$ cat src/rtl/dma_pkg.sv
// rtl/dma_pkg.sv - shared DMA constants, arbiter state type and priority pick helper
package dma_pkg;

  localparam int NUM_CH = 4;

  typedef enum logic [1:0] {
    IDLE    = 2'd0,
    REQ     = 2'd1,
    GRANT   = 2'd2,
    RELEASE = 2'd3
  } arb_state_t;

  // First requesting channel scanning top, top+1, ... modulo NUM_CH.
  function automatic logic [1:0] pri_pick(input logic [NUM_CH-1:0] eff,
                                          input logic [1:0]        top);
    logic [1:0] idx;
    logic       found;
    pri_pick = top;
    found    = 1'b0;
    for (int i = 0; i < NUM_CH; i++) begin
      idx = top + 2'(i);
      if (!found && eff[idx]) begin
        pri_pick = idx;
        found    = 1'b1;
      end
    end
  endfunction

endpackage

$ cat src/rtl/dma_sync2.sv
// rtl/dma_sync2.sv - multi-stage flop synchronizer for asynchronous request pins
module dma_sync2 #(
  parameter int STAGES = 2,
  parameter int WIDTH  = 4
) (
  input  logic             clk,
  input  logic             rst_n,
  input  logic [WIDTH-1:0] d,
  output logic [WIDTH-1:0] q
);

  logic [STAGES-1:0][WIDTH-1:0] stage;

  always_ff @(posedge clk or negedge rst_n) begin
    if (!rst_n) begin
      stage <= '0;
    end else begin
      stage[0] <= d;
      for (int i = 1; i < STAGES; i++) begin
        stage[i] <= stage[i-1];
      end
    end
  end

  assign q = stage[STAGES-1];

endmodule

$ cat src/rtl/dma_priority_arbiter.sv
// rtl/dma_priority_arbiter.sv - DMA request merge, priority resolve and HRQ/HLDA bus sequencer
module dma_priority_arbiter #(
  parameter int NUM_CH      = 4,
  parameter int SYNC_STAGES = 2
) (
  input  logic              CLK,
  input  logic              n_RESET,
  input  logic [NUM_CH-1:0] DREQ,
  input  logic              HLDA,
  input  logic [NUM_CH-1:0] mask,
  input  logic [NUM_CH-1:0] sw_req,
  input  logic              rot_pri,
  input  logic              dreq_sense,
  input  logic              dack_sense,
  input  logic              ctrl_disable,
  input  logic              svc_done,
  output logic              HRQ,
  output logic [NUM_CH-1:0] DACK,
  output logic              active,
  output logic [1:0]        chan,
  output logic              sw_active
);
  import dma_pkg::*;

  arb_state_t        state;
  logic [NUM_CH-1:0] dreq_s;
  logic [NUM_CH-1:0] req;
  logic [NUM_CH-1:0] eff;
  logic              eff_any;
  logic [1:0]        winner;
  logic [1:0]        top;
  logic [NUM_CH-1:0] grant;

  dma_sync2 #(
    .STAGES (SYNC_STAGES),
    .WIDTH  (NUM_CH)
  ) u_dreq_sync (
    .clk   (CLK),
    .rst_n (n_RESET),
    .d     (DREQ),
    .q     (dreq_s)
  );

  // Software requests bypass the mask so firmware can always kick a channel.
  always_comb begin
    req     = dreq_sense ? ~dreq_s : dreq_s;
    eff     = (req & ~mask) | sw_req;
    eff_any = |eff;
    winner  = pri_pick(eff, top);
  end

  always_ff @(posedge CLK or negedge n_RESET) begin
    if (!n_RESET) begin
      state     <= IDLE;
      HRQ       <= 1'b0;
      active    <= 1'b0;
      chan      <= '0;
      sw_active <= 1'b0;
      grant     <= '0;
      top       <= '0;
    end else begin
      if (!rot_pri) begin
        top <= '0;
      end
      case (state)
        IDLE: begin
          if (eff_any && !ctrl_disable) begin
            state <= REQ;
            HRQ   <= 1'b1;
          end
        end
        REQ: begin
          if (HLDA) begin
            if (eff_any) begin
              state     <= GRANT;
              chan      <= winner;
              sw_active <= sw_req[winner];
              active    <= 1'b1;
              grant     <= {{(NUM_CH-1){1'b0}}, 1'b1} << winner;
            end else begin
              state <= RELEASE;
              HRQ   <= 1'b0;
            end
          end else if (!eff_any || ctrl_disable) begin
            state <= IDLE;
            HRQ   <= 1'b0;
          end
        end
        GRANT: begin
          // Completion wins over a simultaneous HLDA drop so rotation is not lost.
          if (svc_done) begin
            if (rot_pri) begin
              top <= chan + 2'd1;
            end
            state     <= RELEASE;
            HRQ       <= 1'b0;
            active    <= 1'b0;
            sw_active <= 1'b0;
            grant     <= '0;
          end else if (!HLDA) begin
            state     <= IDLE;
            HRQ       <= 1'b0;
            active    <= 1'b0;
            sw_active <= 1'b0;
            grant     <= '0;
          end
        end
        RELEASE: begin
          if (!HLDA) begin
            state <= IDLE;
          end
        end
        default: begin
          state <= IDLE;
          HRQ   <= 1'b0;
        end
      endcase
    end
  end

  assign DACK = dack_sense ? grant : ~grant;

endmodule

$ cat config.mk
export PLATFORM = sky130hd
export DESIGN_NAME = dma_priority_arbiter
export DESIGN_NICKNAME = d
export VERILOG_FILES = /design/src/rtl/dma_pkg.sv /design/src/rtl/dma_sync2.sv /design/src/rtl/dma_priority_arbiter.sv
export SDC_FILE = /design/constraint.sdc
export NUM_CORES = 1
export LEC_CHECK = 0
export CAP_MARGIN = 15
export CORE_ASPECT_RATIO = 1.1
export CORE_MARGIN = 3
export CORE_UTILIZATION = 30
export CTS_BUF_LIST = sky130_fd_sc_hd__clkbuf_8
export CTS_CLUSTER_SIZE = 16
export DETAILED_ROUTE_END_ITERATION = 16
export GPL_TIMING_DRIVEN = 1
export SLEW_MARGIN = 20
export SYNTH_ARGS = -nofsm -noshare
export SYNTH_HDL_FRONTEND = slang
export SYNTH_SLANG_ARGS = --single-unit
$ cat constraint.sdc
create_clock -name CLK -period 4.5 [get_ports CLK]
set_clock_uncertainty 0.1 [all_clocks]
set_input_delay 0.45 -clock CLK [delete_from_list [all_inputs] [get_ports CLK]]
set_output_delay 0.45 -clock CLK [all_outputs]
set_load 0.01 [all_outputs]
After elaboration in Yosys (flattened, before gate mapping) --
Index checks and enable logic that the tools add are counted.
Cells by class: add/subtract/negate cells 4, multiply operators 0, div/mod/pow operators 0, magnitude comparators 5, equal/unequal tests 9, shift operators 1, muxes and demuxes 47, bitwise operators 5, reduce and logical (&&, ||, !) cells 18
Operators by type and width (count):
- two-way mux 2 bit | 12
- two-way mux 4 bit | 6
- two-way mux 1 bit | 19
- less-than comparator 2 x 3 -> 1 bit, second input constant | 5
- inverter 4 bit | 3
- binary-select mux 1 bit (select 2 bit) | 5
- inequality test 3 bit, second input constant | 3
- case mux 2 bit (4 select lines) | 1
- case mux 4 bit (2 select lines) | 1
- inequality test 2 bit, second input constant | 3
- zero test 1 bit | 5
- AND reduction 5 bit | 1
- adder 2 x 1 -> 2 bit, second input constant | 2
- adder 2 bit, second input constant | 2
- AND 4 bit | 1
- == test 2 bit, second input constant | 2
- logical AND 1 bit | 4
- bitwise OR 4 bit | 1
- case mux 1 bit (2 select lines) | 2
- AND reduction 4 bit | 1
- OR reduction 4 bit | 1
- << shifter 1 x 2 -> 4 bit, first input constant | 1
- case mux 1 bit (3 select lines) | 1
- AND reduction 3 bit | 1
- other kinds (6) | 6
Word-level totals: register bits after elaboration 21, bits in latches 0, memory bits (writable) 0, memory bits (read-only) 0, word-level logic and storage cells 98, memories 0

Longest topological paths before layout --
depth after elaboration 21, gate-level depth with buffers 7

By module --
A second synthesis with hierarchy kept.
Unflattened totals: cell total of the unflattened synthesis 115, area total of the unflattened synthesis 1202.4 µm²
Modules (own cells, without submodules):
- dma_priority_arbiter | times used 1, cells an instance 103, area an instance 972.2 µm², sequential area each 325.3 µm²
- dma_sync2 | times used 1, cells an instance 12, area an instance 230.2 µm², sequential area each 200.2 µm²

Worst setup path after synthesis --
OpenSTA, ideal clock, no wires.
path type in2reg, from input dreq_sense, to register sw_active, arrival 1837 ps, required time 4279 ps, path slack 2442 ps, cell stages on the path 7, buffers on the path 0, cell sequence xor2_1 -> a21oi_2 -> o32ai_1 -> nor4_4 -> mux2i_1 -> mux2i_1 -> a22o_1
Between the ends: cells in the longest elaborated chain, start to end 20, elaborated cells between the ends (all ways) 31
Ends and longest elaborated chain:
- from (decl) | line dma_priority_arbiter.sv:13 | input logic dreq_sense,
- two-way mux 4 bit * | line dma_priority_arbiter.sv:46 | req = dreq_sense ? ~dreq_s : dreq_s;
- AND 4 bit * | line dma_priority_arbiter.sv:47 | eff = (req & ~mask) | sw_req;
- bitwise OR 4 bit * | line dma_priority_arbiter.sv:47
- binary-select mux 1 bit (select 2 bit) | line dma_pkg.sv:22 | if (!found && eff[idx]) begin
- two-way mux 1 bit (not written as such) | line dma_pkg.sv:22
- two-way mux 1 bit | line dma_pkg.sv:22
- zero test 1 bit | line dma_pkg.sv:22
- logical AND 1 bit | line dma_pkg.sv:22
- [4 not listed]
- zero test 1 bit | line dma_pkg.sv:22
- logical AND 1 bit | line dma_pkg.sv:22
- two-way mux 2 bit | line dma_pkg.sv:22
- binary-select mux 1 bit (select 2 bit) | line dma_priority_arbiter.sv:77 | sw_active <= sw_req[winner];
- two-way mux 1 bit (not written as such) | line dma_priority_arbiter.sv:77
- two-way mux 1 bit | line dma_priority_arbiter.sv:74 | if (eff_any) begin
- two-way mux 1 bit | line dma_priority_arbiter.sv:73 | if (HLDA) begin
- case mux 1 bit (2 select lines) | line dma_priority_arbiter.sv:65 | case (state)
- to (signal assigned) | line dma_priority_arbiter.sv:77
- to (decl) | line dma_priority_arbiter.sv:21 | output logic sw_active
Mark *: on every way between the ends. The rest lies on a longest branch, timed or not. The select of a mux whose other input is x is not followed. A chain may end at the register's enable or synchronous reset.

Final worst setup path --
Ends and elaborated chain as after synthesis.

==> results.md <==
* Status: completed
* First-pass GRT wire length at 4.09 mm
* Clk slew on worst S/H paths at 0.07 ns
* Final Hold Viols at 0
* Yosys cell types at 39
* Number of diodes at 0
* Antenna viol nets, final at 0
* Via count at 930
* Post-synth design cell area at 0.00120 mm^2
* Vias per Instance at 4.97
* Die width at 66.3 um
* Element type at the critical path end: register
* Crit path buf inv count at 1
* Startpoint Class: input port
* Post-CTS Hold Fix Bufs at 0
* RD Place Congestion at 0.819
* CTS H-Tree Depth at 1
* Post-route clock period utilization at 58.4%
* Antenna violations before repair at 0
* Final Non-Filler Cells at 187
* GRT Resource Usage Total at 10.9%
* Core area at 0.00374 mm^2
* Num CTS Buffers at 3
* CP max stage delay at 0.52 ns
* Routed WL per cell at 12.5 um
* Max_slew headroom at 39.0%
* VDD IR max at 0.000272 V
* Crit path DAT at 2.68 ns
* Worst-Skew Late Latency at 0.25 ns
* Post-Place Cell Area at 0.00153 mm^2
* Warnings, synthesis at 0
* Starting Density at 32.0%
* GRT overflow at 0
* Clock Path Buffers at 2
* Pins over their slew limit at 0
* Critical path class: in2reg
* Req. time, crit path at 4.55 ns
* # rows at 23
* Post-route cell area at 0.00157 mm^2
* Dpl cells at 183
* Commonest non-fill, non-tap cells in the layout: clkdlybuf4s50_1 (28), dfrtp_1 (21), nor2_1 (10)
* Die ar. at 0.00479 mm^2
* Share of cells above drive strength 1 at 10.9%
* Synth-to-Final Area Change at 31.2%
* Period minus WS final at 2.63 ns
* DP HPWL at 1.93 mm
* Pleak at 0.638 nW
* Slowest-stage cell, CP: clkdlybuf4s50_1
* FFs w/ async S/R, synth at 100%
* CTS tree: built
* Number of port buffers at 28
* CTS resizes at 0
* Syn avg cell area at 11.0 um^2
* DR pass1 iterations at 4
* Number of global-route vias before repair at 915
* Ys flop type: dfrtp_1
* Number of max-cap violations at 0
* Clock Sinks at 21
* Total chip power at 0.743 mW
* Setup violations, final at 0
* Power per cell area at 472 mW/mm^2
* Cell class contributing the biggest share of worst-path delay: compound AO/OA/AOI/OAI gates
* Area leader, netlist: dfrtp_1
* Worst-path fanout max at 5
* Top cells by area, synth: dfrtp_1 (44%), xnor2_1 (5.8%), ha_1 (4.2%), a22o_1 (3.7%), mux2i_1 (3.3%)
* Post-synth EDFFs at 0
* Synth Register Bits at 21
* Largest net degree at the start of global routing at 22
* Slew @ Worst Pin at 0.913 ns
* CP Cell Sequence: clkdlybuf4s50_1 > xor2_1 > a21oi_2 > o32ai_1 > nor4_4 > mux2i_1 > mux2i_1 > a22o_1
* Worst path most repeated cell: mux2i_1
* Initial DRC count at 21
* Setup_tns at 0 ns
* Synth Net Count at 133
* Sequential element share of the synthesized area at 43.8%
* Post-Syn Instances at 109
* Hold Path Class: reg2reg
* Die height at 72.3 um
* Drc violations at 0
* Most common cell after layout, fill and taps aside: clkdlybuf4s50_1
* Final Util at 42.0%
* Nets@finish at 162
* DRT Wirelength at 2.33 mm
* F_max at 0.381 GHz
* Clock root buffer: clkbuf_8
* Synth top area share at 43.8%
* Setup Fix Bufs, Post-CTS at 0
* Layout fillers at 376
* Io pins at 29
* RSZ-0062 raised after global routing: no
-- kinds of logic (layout without fill, tap and decap cells) --
logic type | count (synthesis) | after routing | synth area share, %
xor gates and xnor gates | 9 | 9 | 6.58
buffers and inverters | 10 | 38 | 3.13
adders and majority gates | 4 | 4 | 4.18
muxes | 6 | 6 | 5.22
DFF | 21 | 21 | 43.8
AOI/OAI and AO/OA | 34 | 34 | 23.8
and+or+nand+nor | 25 | 25 | 13.3
-- worst reg2reg max path: stages (launching register included) --
cell and delay (ns):
dfrtp_1 0.38, xor2_1 0.15, a21oi_2 0.27, o32ai_1 0.18, nor4_4 0.45, mux2i_1 0.24
mux2i_1 0.12, a22o_1 0.24
-- registers in the layout, summed over array words and instances, names as in the netlist --
| signal | count |
|---|---|
| state | 2 |
| chan | 2 |
| grant | 4 |
| top | 2 |
| active | 1 |
| u_dreq_sync.stage | 4 |
| u_dreq_sync.q | 4 |
| HRQ | 1 |
| sw_active | 1 |
-- layer usage --
metal | vias up | global-route usage [%] | wire length (um)
met5 | - | 0 | 0
li1 | 456 | - | -
met3 | 2 | 3.56 | 156
met2 | 27 | 18.4 | 1130
met1 | 445 | 13.6 | 1030
met4 | 0 | 2.03 | 12
-- through the flow --
step	setup slack, ns	hold WS (ns)
after global routing	1.72	0.259
final	1.87	0.250
after CTS	1.85	0.252
after floorplan	2.44	0.0544
after global placement	1.64	0.233
after detailed placement	1.57	0.235
-- cell type report --
cell class | instances | area, um^2 | area share, %
flip-flops and latches | 21 | 526 | 33.4
inverters | 6 | 22.5 | 1.43
multi-input cells | 78 | 636 | 40.4
clock inverters | 1 | 5.00 | 0.318
repair buffers | 28 | 280 | 17.8
clock buffers | 3 | 41.3 | 2.63
well taps | 50 | 62.6 | 3.98
-- path summary, 6_finish.rpt --
| check | startpoint | endpoint | slack (ns) | cells past startpoint |
|---|---|---|---|---|
| max | dreq_sense | sw_active | 1.87 | 8 |
| min | u_dreq_sync.stage[3] | u_dreq_sync.q[3] | 0.25 | 0 |
| max reg2reg | u_dreq_sync.q[0] | sw_active | 2.28 | 7 |
| min reg2reg | u_dreq_sync.stage[3] | u_dreq_sync.q[3] | 0.25 | 0 |
| max in group asynchronous | n_RESET | u_dreq_sync.q[1] | 3.14 | 1 |
| min in group asynchronous | n_RESET | grant[2] | 0.60 | 1 |
-- synthesized netlist by cell type, types with 3 or more instances --
library cell  instances
a22o_1                5
ha_1                  4
mux2i_1               4
xnor2_1               8
a311oi_1              3
clkbuf_1              3
inv_1                 6
nand2_1               4
o21ai_0               4
nor2_1               10
a21oi_1               3
dfrtp_1              21
a21o_1                3
nor2b_1               3
-- power breakdown --
group | switching [mW] | internal [mW] | leakage [nW]
Sequential | 0.0447 | 0.238 | 0.261
Clock | 0.0585 | 0.0615 | 0.0255
Combinational | 0.151 | 0.189 | 0.352
Note: power is estimated with default switching activity, not from simulation.
